File: src/rtl/uart_pkg.sv
// Shared UART definitions: launcher FSM encoding, default data width and
// the oversampling constant used by the receive/transmit bit engines.
package uart_pkg;

    typedef enum logic {
        IDLE = 1'b0,
        WAIT = 1'b1
    } tx_state_t;

    localparam int DBIT_DEFAULT = 8;
    localparam int SB_TICK      = 16;

endpackage

File: src/rtl/uart_fifo_mem.sv
// Storage array for the transmit FIFO: synchronous write, combinational read.
// Holds no pointers or flags; those live in the owning buffer.
module uart_fifo_mem
    import uart_pkg::*;
#(
    parameter int DBIT   = DBIT_DEFAULT,
    parameter int ADDR_W = 4
) (
    input  logic              i_clock,
    input  logic              i_we,
    input  logic [ADDR_W-1:0] i_waddr,
    input  logic [DBIT-1:0]   i_wdata,
    input  logic [ADDR_W-1:0] i_raddr,
    output logic [DBIT-1:0]   o_rdata
);

    logic [DBIT-1:0] r_mem [2**ADDR_W];

    always_ff @(posedge i_clock) begin
        if (i_we) begin
            r_mem[i_waddr] <= i_wdata;
        end
    end

    assign o_rdata = r_mem[i_raddr];

endmodule

File: src/rtl/uart_tx_buffer.sv
// Transmit FIFO plus launcher: buffers host bytes and hands them one at a time
// to the UART transmitter, waiting for its done tick between bytes.
module uart_tx_buffer
    import uart_pkg::*;
#(
    parameter int DBIT   = DBIT_DEFAULT,
    parameter int ADDR_W = 4
) (
    input  logic              i_clock,
    input  logic              i_reset_n,
    input  logic              i_wr,
    input  logic [DBIT-1:0]   i_wdata,
    output logic              o_full,
    output logic              o_empty,
    output logic [ADDR_W:0]   o_level,
    output logic              o_overflow,
    output logic              o_tx_start,
    output logic [DBIT-1:0]   o_tx_data,
    input  logic              i_tx_done_tick,
    output logic              o_busy
);

    localparam int              DEPTH      = 2**ADDR_W;
    localparam logic [ADDR_W:0] FULL_COUNT = DEPTH[ADDR_W:0];

    tx_state_t         r_state;
    logic [ADDR_W-1:0] r_wr_ptr;
    logic [ADDR_W-1:0] r_rd_ptr;
    logic [ADDR_W:0]   r_count;
    logic              r_tx_start;
    logic [DBIT-1:0]   r_tx_data;
    logic              r_busy;

    logic              w_push;
    logic              w_pop;
    logic [DBIT-1:0]   w_rdata;

    assign o_full     = (r_count == FULL_COUNT);
    assign o_empty    = (r_count == '0);
    assign o_level    = r_count;

    // A write while full is dropped even if a pop frees a slot on the same edge.
    assign w_push     = i_wr && !o_full;
    assign o_overflow = i_wr && o_full;
    assign w_pop      = (r_state == IDLE) && !o_empty;

    uart_fifo_mem #(
        .DBIT   (DBIT),
        .ADDR_W (ADDR_W)
    ) u_mem (
        .i_clock (i_clock),
        .i_we    (w_push),
        .i_waddr (r_wr_ptr),
        .i_wdata (i_wdata),
        .i_raddr (r_rd_ptr),
        .o_rdata (w_rdata)
    );

    always_ff @(posedge i_clock or negedge i_reset_n) begin
        if (!i_reset_n) begin
            r_wr_ptr <= '0;
            r_count  <= '0;
        end else begin
            if (w_push) begin
                r_wr_ptr <= r_wr_ptr + 1'b1;
            end
            unique case ({w_push, w_pop})
                2'b10:   r_count <= r_count + 1'b1;
                2'b01:   r_count <= r_count - 1'b1;
                default: r_count <= r_count;
            endcase
        end
    end

    always_ff @(posedge i_clock or negedge i_reset_n) begin
        if (!i_reset_n) begin
            r_state    <= IDLE;
            r_rd_ptr   <= '0;
            r_tx_start <= 1'b0;
            r_tx_data  <= '0;
            r_busy     <= 1'b0;
        end else begin
            unique case (r_state)
                IDLE: begin
                    r_tx_start <= 1'b0;
                    if (w_pop) begin
                        r_tx_data  <= w_rdata;
                        r_rd_ptr   <= r_rd_ptr + 1'b1;
                        r_tx_start <= 1'b1;
                        r_busy     <= 1'b1;
                        r_state    <= WAIT;
                    end
                end
                WAIT: begin
                    r_tx_start <= 1'b0;
                    if (i_tx_done_tick) begin
                        r_busy  <= 1'b0;
                        r_state <= IDLE;
                    end
                end
                default: begin
                    r_tx_start <= 1'b0;
                    r_busy     <= 1'b0;
                    r_state    <= IDLE;
                end
            endcase
        end
    end

    assign o_tx_start = r_tx_start;
    assign o_tx_data  = r_tx_data;
    assign o_busy     = r_busy;

endmodule

File: config.mk
export PLATFORM = sky130hd
export DESIGN_NAME = uart_tx_buffer
export DESIGN_NICKNAME = d
export VERILOG_FILES = /design/src/rtl/uart_pkg.sv /design/src/rtl/uart_fifo_mem.sv /design/src/rtl/uart_tx_buffer.sv
export SDC_FILE = /design/constraint.sdc
export NUM_CORES = 1
export LEC_CHECK = 0
export CORE_MARGIN = 8
export CORE_UTILIZATION = 48
export DETAILED_ROUTE_END_ITERATION = 10
export GPL_TIMING_DRIVEN = 0
export PLACE_DENSITY_LB_ADDON = 0.1
export SYNTH_ARGS = -nofsm -noshare
export SYNTH_HDL_FRONTEND = slang
export SYNTH_SLANG_ARGS = --single-unit
File: constraint.sdc
create_clock -name i_clock -period 2.6 [get_ports i_clock]
set_input_delay 0.39 -clock i_clock [delete_from_list [all_inputs] [get_ports i_clock]]
set_output_delay 0.39 -clock i_clock [all_outputs]
set_load 0.005 [all_outputs]
==> results of run 1 <==
## Yosys cell counts, drive strengths merged
master / count
edfxtp: 128
mux4: 32
dfrtp: 24
nor2: 16
o22ai: 16
a21oi: 15
buf: 11
mux2: 10
nand2: 10
ha: 8
xnor2: 8
clkbuf: 6
inv: 6
nor3: 6
nand2b: 4
xor2: 4
a211o: 2
nand4: 2
nor4: 2
o21ai: 2
a211oi: 1
a21boi: 1
and2: 1
and3: 1
nand3: 1
nor2b: 1
or2: 1
## cell families after synthesis
group	Yosys count	synth area share [%]
compound gates	37	3.63
simple gates	45	3.65
buf+inv	23	2.07
xor+xnor	12	1.72
fa+ha+maj	8	1.64
flops	152	72.8
mux	42	14.5
## what timing repair did
action                     in CTS  in global routing
buffers inserted                1                  3
setup endpoints to repair      26                  3
pin swaps                       1                  3
hold endpoints to repair        0                  0
gates resized for setup         5                  2
## area by class of cell
class                           instances  area (um2)
Clock inverter                          8         164
Timing Repair Buffer                   34         335
Inverter                                6        22.5
Tap cell                              172         215
Clock buffer                           24         502
Fill cell                             983        5170
Buffer                                 16         100
Sequential cell                       152        4450
Multi-Input combinational cell        144        1570
## metal layers
| metal | vias up | part of all wire, % | track usage [%] |
|---|---|---|---|
| met5 | - | 0 | 0 |
| met4 | 0 | 1.6 | 7.19 |
| met3 | 14 | 5.7 | 4.43 |
| met2 | 75 | 49 | 25.7 |
| met1 | 1644 | 44 | 21.1 |
| li1 | 1379 | - | - |
## worst paths after layout
path | startpoint | endpoint | slack (ns) | depth (start not counted)
worst max-delay path | o_level[1] | o_overflow | 0.15 | 5
worst min-delay path | i_reset_n | o_level[1] | 0.39 | 1
worst max register to register | o_level[1] | o_level[2] | 0.20 | 13
worst min register to register | r_state | o_busy | 0.55 | 1
max in group asynchronous | i_reset_n | r_wr_ptr[1] | 1.67 | 2
min in group i_clock | r_state | o_busy | 0.55 | 1
## sequential cells by signal, indices dropped and copies added (netlist names)
register and flops:
o_busy 1, o_level 5, o_tx_data 8, o_tx_start 1
r_rd_ptr 4, r_state 1, r_wr_ptr 4, u_mem.r_mem 128
## through the flow
step	area, um2	setup TNS (ns)	utilization (%)	std cells
finish	7350	0	58.7	556
global route	7350	0	58.7	556
CTS	7310	0	58.4	553
detailed placement	6610	-9.74	52.8	520
global placement	6610	-14.01	52.8	520
floorplan	6100	0	-	319
## report_power, final
| group | leakage (nW) | internal [mW] | switching (mW) |
|---|---|---|---|
| Sequential | 1.43 | 3.03 | 0.204 |
| Combinational | 0.773 | 1.18 | 1.22 |
| Clock | 0.328 | 1.83 | 0.898 |
## critical path, cell delays in order (launching register included)
cell             delay (ns)
dfrtp_1                0.38
buf_2                  0.18
nor4_4                 0.27
buf_4                  0.17
and3_1                 0.14
clkdlybuf4s50_1        0.50
==> impl_metrics.tcl, run 1 <==
set metrics [dict create \
    hold_class "input port to asynchronous set/reset pin" \
    required_ns 2.21 \
    core_mm2 0.0125 \
    io_buffers 29 \
    netlist_instances 319 \
    fp.dieH_um 129 \
    die_area_mm2 0.0166 \
    mostFrequentLayoutCells "edfxtp_1, clkdlybuf4s50_1, dfrtp_1" \
    fp.dieW_um 129 \
    first_pass_iters 4 \
    first_iter_violations 187 \
    synth_top_area_cell "edfxtp_1" \
    synth_top_area_share_pct 63.0 \
    whs_ns 0.394 \
    hpwlAfterDp_um 7760 \
    cp-end-kind "primary output" \
    antenna_found_initial 0 \
    crit_type "register to primary output" \
    cts_hold_buf 0 \
    final_nets 391 \
    place_ws_ns -0.357 \
    clk_latency_ns 0.42 \
    grt_pass1_vias 3323 \
    mostFrequentLayoutCell "edfxtp_1" \
    worstPathArrival_ns 2.06 \
    synth_area_leaders "edfxtp_1, dfrtp_1, mux4_2" \
    routed_wirelength_um 12400 \
    startpoint_type "register" \
    fin_crit_sh_pct 94.1 \
    num_rows 41 \
    synth_warnings 0 \
    place.gp.congestion 0.769 \
    final_layout_size_suffix_gt1_share_pct 21.4 \
    crit_fanout 8 \
    ys_ff_latch 152 \
    route.detailed.drc 0 \
    grt_pass1_wl_um 19300 \
    synth.net_count 339 \
    vdd_drop_max_uv 721 \
    status "complete, no violations" \
    syn-cell-area_mm2 0.00610 \
    synth_area_per_cell_um2 19.1 \
    finalHoldViolations 0 \
    vias 3112 \
    wire_per_inst_um 22.3 \
    root_buffer "clkbuf_16" \
    cts-htree-levels 4 \
    fmax_mhz 409 \
    slew_viol_final 0 \
    io_pins 30 \
    cts_tree "yes" \
    powerDensity_mw_per_mm2 1140 \
    leakage_nw 2.53 \
    vias_per_cell 5.60 \
    final.min_clock_period_ns 2.45 \
    drv_cap 0 \
    worst_pin_slew_ns 0.996 \
    layout_setup_ws_ns 0.152 \
    globalRouteOverflowTotal 0 \
    total_power_mw 8.36 \
    drt.antenna.violating_nets 0 \
    start_util_pct 48.8 \
    grt_max_degree 25 \
    rsz0062_at_grt "no" \
    clkSinkCount 152 \
    skew_ns 0.00660 \
    relSlewSlack_pct 33.3 \
    antenna_cells 0 \
    clk_pin_slew_ns 0.06 \
    yosysSeqAreaShare_pct 72.8 \
    area_delta_synth_final_pct 20.4 \
    track_usage_pct 16.4 \
    clockBufferDepth 2 \
    yosysUniqueCellTypes 33 \
    cts_made_buffers 17 \
    setup_viol 0 \
]
Power figures use the tool's default switching activity.
==> run 2: changes to the inputs <==
CTS_BUF_LIST = sky130_fd_sc_hd__clkbuf_8 sky130_fd_sc_hd__clkbuf_16   (was not set)
SETUP_SLACK_MARGIN = 0.05   (was not set)
TNS_END_PERCENT = 10   (was not set)
==> run 2 against run 1 <==
First-iteration DRC count decreased by 0.53%. Global-route usage unchanged. Fmax increased by 0.38%. Cell area grew 0.10%. Sequential share of layout area shrank 0.079 points.
==> impl_metrics.tcl, run 2 (same netlist as run 1, synthesis figures left out) <==
set metrics [dict create \
    grt_pass1_vias 3320 \
    leakage_nw 2.59 \
    powerDensity_mw_per_mm2 1130 \
    clk_latency_ns 0.42 \
    netSwitchingFraction_pct 27.6 \
    r2r-end "o_level[2]" \
    io_pins 30 \
    fin_crit_sh_pct 93.8 \
    pwr-share-seq_pct 38.6 \
    routed_wirelength_um 12300 \
    place.gp.congestion 0.769 \
    required_ns 2.90 \
    final_util_pct 58.8 \
    track_usage_pct 16.4 \
    placed_area_mm2 0.00661 \
    rsz0062_at_grt "yes" \
    crit_path_end "o_level[2]" \
    cp_slowest_cell "dfrtp_1" \
    final_nets 390 \
    vdd_drop_max_uv 719 \
    crit_buf_inv 2 \
    relSlewSlack_pct 34.1 \
    first_iter_violations 186 \
    grt_max_degree 25 \
    skew_ns 0.00702 \
    p_switching_mw 2.31 \
    setup_viol 0 \
    final.min_clock_period_ns 2.44 \
    final_cells 555 \
    regArea_mm2 0.00444 \
    fp.dieW_um 129 \
    cp-startpoint "o_level[1]" \
    place_inst 520 \
    antenna_found_initial 0 \
    first_pass_iters 5 \
    drv_cap 0 \
    core_mm2 0.0125 \
    start_util_pct 48.8 \
    fin_area_mm2 0.00736 \
    status "complete, no violations" \
    antenna_cells 0 \
    clkSinkCount 152 \
    fmax_mhz 410 \
    cts_tree "yes" \
    slew_viol_final 0 \
    p_int_mw 6.04 \
    cts_hold_buf 0 \
    nFillCells 980 \
    startpoint_type "register" \
    largest_reg_flops 128 \
    p_comb_share_pct 28.8 \
    final_layout_size_suffix_gt1_share_pct 21.1 \
    rrSetupSlack_ns 0.16 \
    mostFrequentLayoutCell "edfxtp_1" \
    worstPathArrival_ns 2.74 \
    num_rows 41 \
    vias 3072 \
    multi_input_area_mm2 0.00157 \
    cts_made_buffers 17 \
    crit_chain "buf_2 -> nor4_4 -> a21oi_1 -> ha_1 -> clkbuf_4 -> xor2_1 -> ha_2 -> a21oi_1 -> xor2_1 -> nor2_1 -> xor2_1" \
    crit_cells 11 \
    clk_pin_slew_ns 0.06 \
    rr_startpoint "o_level[1]" \
    hold_class "input port to asynchronous set/reset pin" \
    finalHoldViolations 0 \
    hpwlAfterDp_um 7760 \
    critPathMostFrequentCell "xor2_1" \
    wire_per_inst_um 22.2 \
    route.detailed.drc 0 \
    mostFrequentLayoutCells "edfxtp_1, clkdlybuf4s50_1, dfrtp_1" \
    root_buffer "clkbuf_16" \
    slowest_delay_ns 0.38 \
    vias_per_cell 5.54 \
    clkPwrFrac_pct 32.6 \
    top_register "u_mem.r_mem" \
    globalRouteOverflowTotal 0 \
    grt_pass1_wl_um 19300 \
    cp-end-kind "register" \
    crit_type "register to register" \
    drt.antenna.violating_nets 0 \
    reg2regPathDepth 11 \
    io_buffers 29 \
    worst_pin_slew_ns 0.984 \
    area_delta_synth_final_pct 20.6 \
    clockBufferDepth 2 \
    cts-htree-levels 4 \
    crit_fanout 8 \
    critical_path.top_delay_family "XOR/XNOR gates" \
    fp.dieH_um 129 \
    die_area_mm2 0.0166 \
]
-- run 2: layout make-up --
cell class,instances,area share [%]
Sequential cell,152,60.4
Multi-Input combinational cell,144,21.3
Clock inverter,10,2.33
Timing Repair Buffer,32,4.46
Inverter,6,0.306
Tap cell,172,2.93
Buffer,17,1.55
Clock buffer,22,6.72
-- run 2: metal layers --
layer	track usage [%]	part of all wire, %	wire length, um
met1	21.1	43	5250
met2	25.7	48	5870
met3	4.43	7.8	961
met4	7.19	2.0	250
met5	0	0	0
-- run 2: worst min path at each step --
stage / start / end / cells past startpoint
after CTS: i_tx_done_tick / r_state / 2
after detailed placement: o_busy / o_busy / 2
after global placement: o_busy / o_busy / 2
after global routing: i_reset_n / o_level[1] / 1
final: i_reset_n / o_level[1] / 1
after floorplan: i_reset_n / o_busy / 0
-- run 2: per-stage QoR --
stage | total power [mW] | setup WS (ns) | hold slack, ns | setup TNS, ns
after global routing | 8.78 | -0.0480 | 0.438 | -0.0480
after global placement | 5.63 | -0.528 | 0.542 | -14.01
after detailed placement | 5.67 | -0.357 | 0.551 | -9.74
final | 8.35 | 0.162 | 0.390 | 0
after floorplan | 4.82 | 0.0934 | 0.0944 | 0
after CTS | 8.42 | 0.0130 | 0.549 | 0
-- run 2: power by group through the flow --
stage / Combinational (mW) / Sequential [mW] / Clock, mW
after detailed placement: 2.40 / 3.27 / 0
final: 2.41 / 3.22 / 2.72
after global placement: 2.37 / 3.25 / 0
after global routing: 2.66 / 3.26 / 2.86
after CTS: 2.45 / 3.22 / 2.75
after floorplan: 1.60 / 3.22 / 0
-- run 2: timing repair --
item | 4_1_cts | 5_1_grt
setup endpoints to repair | 26 | 5
resized for setup | 6 | 10
pin swaps | 1 | 2
setup buffers | 1 | 1
==> run 3: changes to the inputs <==
DONT_BUFFER_PORTS = 1   (was not set)
==> run 3 against run 2 <==
Total power down 7.2%. Critical path depth down 4. Non-clock buffer count down 24. Hold slack worse by 0.34 ns. Largest power group unchanged. Wire length down 0.61%. Largest cell class unchanged.
==> impl_metrics.tcl, run 3 (same netlist as run 1, synthesis figures left out) <==
set metrics [dict create \
    status "complete, no violations" \
    worst_pin_slew_ns 0.943 \
    final_layout_size_suffix_gt1_share_pct 24.5 \
    place_ws_ns -0.347 \
    core_mm2 0.0125 \
    top_register "u_mem.r_mem" \
    grt_max_degree 25 \
    layout_setup_ws_ns 0.210 \
    worstHoldPathCells 1 \
    antenna_found_initial 0 \
    nFillCells 994 \
    hold_class "input port to register" \
    slew_viol_final 0 \
    mostFrequentLayoutCell "edfxtp_1" \
    final_nets 366 \
    clk_latency_ns 0.42 \
    fp.dieH_um 129 \
    cts_made_buffers 17 \
    route.detailed.drc 0 \
    die_area_mm2 0.0166 \
    clk_pin_slew_ns 0.06 \
    relSlewSlack_pct 36.9 \
    clockBufferDepth 2 \
    fp.dieW_um 129 \
    root_buffer "clkbuf_16" \
    globalRouteOverflowTotal 0 \
    wire_per_inst_um 23.1 \
    skew_ns 0.0116 \
    final_util_pct 56.0 \
    area_delta_synth_final_pct 14.9 \
    fmax_mhz 418 \
    hpwlAfterDp_um 7730 \
    cp-end-kind "register" \
    grt_pass1_vias 3187 \
    num_rows 41 \
    mostFrequentLayoutCells "edfxtp_1, dfrtp_1, mux4_2" \
    leakage_nw 2.38 \
    finalHoldViolations 0 \
    rsz0062_at_grt "no" \
    routed_wirelength_um 12300 \
    powerDensity_mw_per_mm2 1100 \
    startpoint_type "register" \
    antenna_cells 0 \
    first_iter_violations 178 \
    vias 2980 \
    cts_tree "yes" \
    place.gp.congestion 0.729 \
    reg2regPathDepth 7 \
    setup_viol 0 \
    drt.antenna.violating_nets 0 \
    drv_cap 0 \
    io_pins 30 \
    final.min_clock_period_ns 2.39 \
    grt_pass1_wl_um 18800 \
    fin_crit_sh_pct 91.9 \
    required_ns 2.63 \
    track_usage_pct 16.2 \
    io_buffers 0 \
    setup-tns-final_ns 0 \
    clkSinkCount 152 \
    start_util_pct 48.8 \
    cts-htree-levels 4 \
    crit_type "register to register" \
    crit_fanout 8 \
    worstPathArrival_ns 2.42 \
    largest_reg_flops 128 \
    vdd_drop_max_uv 559 \
    total_power_mw 7.74 \
    vias_per_cell 5.61 \
    first_pass_iters 4 \
]
run 3: report_power, final:
part / internal, mW / switching (mW)
clock: 1.34 / 0.975
combinational: 1.01 / 1.15
sequential: 3.03 / 0.227
run 3: per-stage QoR:
step,std cells,cell area [um2],hold WS [ns]
after global placement,491,6320,0.0951
after detailed placement,491,6330,0.0952
after floorplan,319,6100,0.0944
after CTS,527,6960,0.0380
final,531,7010,0.0522
after global routing,531,7010,0.0382
run 3: per-layer routing:
| metal | wire (um) | share of wire [%] | GRT usage (%) | vias to the layer above |
|---|---|---|---|---|
| met5 | 0 | 0 | 0 | - |
| met4 | 209 | 1.7 | 6.91 | 0 |
| met3 | 607 | 4.9 | 5.25 | 14 |
| met2 | 6220 | 51 | 25.9 | 70 |
| met1 | 5230 | 43 | 19.7 | 1558 |
| li1 | - | - | - | 1338 |
run 3: timing repair:
action | 4_1_cts | 5_1_grt
pin swaps | 1 | 5
hold buffers | 2 | 0
resized for setup | 2 | 7
buffers inserted | 2 | 5
endpoints found under the hold margin | 24 | 0
setup endpoints to repair | 11 | 38
run 3: final timing paths:
| check | start | to | slack [ns] |
|---|---|---|---|
| max in group asynchronous | i_reset_n | o_tx_data[3] | 2.04 |
| min | i_tx_done_tick | r_state | 0.05 |
| min reg2reg | r_state | r_state | 0.55 |
| min in group asynchronous | i_reset_n | r_rd_ptr[2] | 0.40 |
| max reg2reg | o_level[1] | u_mem.r_mem[7][1] | 0.21 |
| max | o_level[1] | u_mem.r_mem[7][1] | 0.21 |
run 3: critical path: stages (launching register included):
cell      delay [ns]
dfrtp_1         0.36
buf_2           0.22
nor4_4          0.07
buf_4           0.15
a21boi_4        0.13
buf_4           0.17
nand2_1         0.15
nor2_1          0.76
run 3: cell type report:
| type | instances | area, um2 | share of cell area [%] |
|---|---|---|---|
| well taps | 172 | 215 | 3.07 |
| inverters | 6 | 22.5 | 0.321 |
| repair buffers | 9 | 82.6 | 1.18 |
| plain buffers | 16 | 106 | 1.52 |
| multi-input cells | 144 | 1570 | 22.4 |
| clock buffers | 18 | 439 | 6.27 |
| clock inverters | 14 | 129 | 1.84 |
| flip-flops and latches | 152 | 4440 | 63.4 |
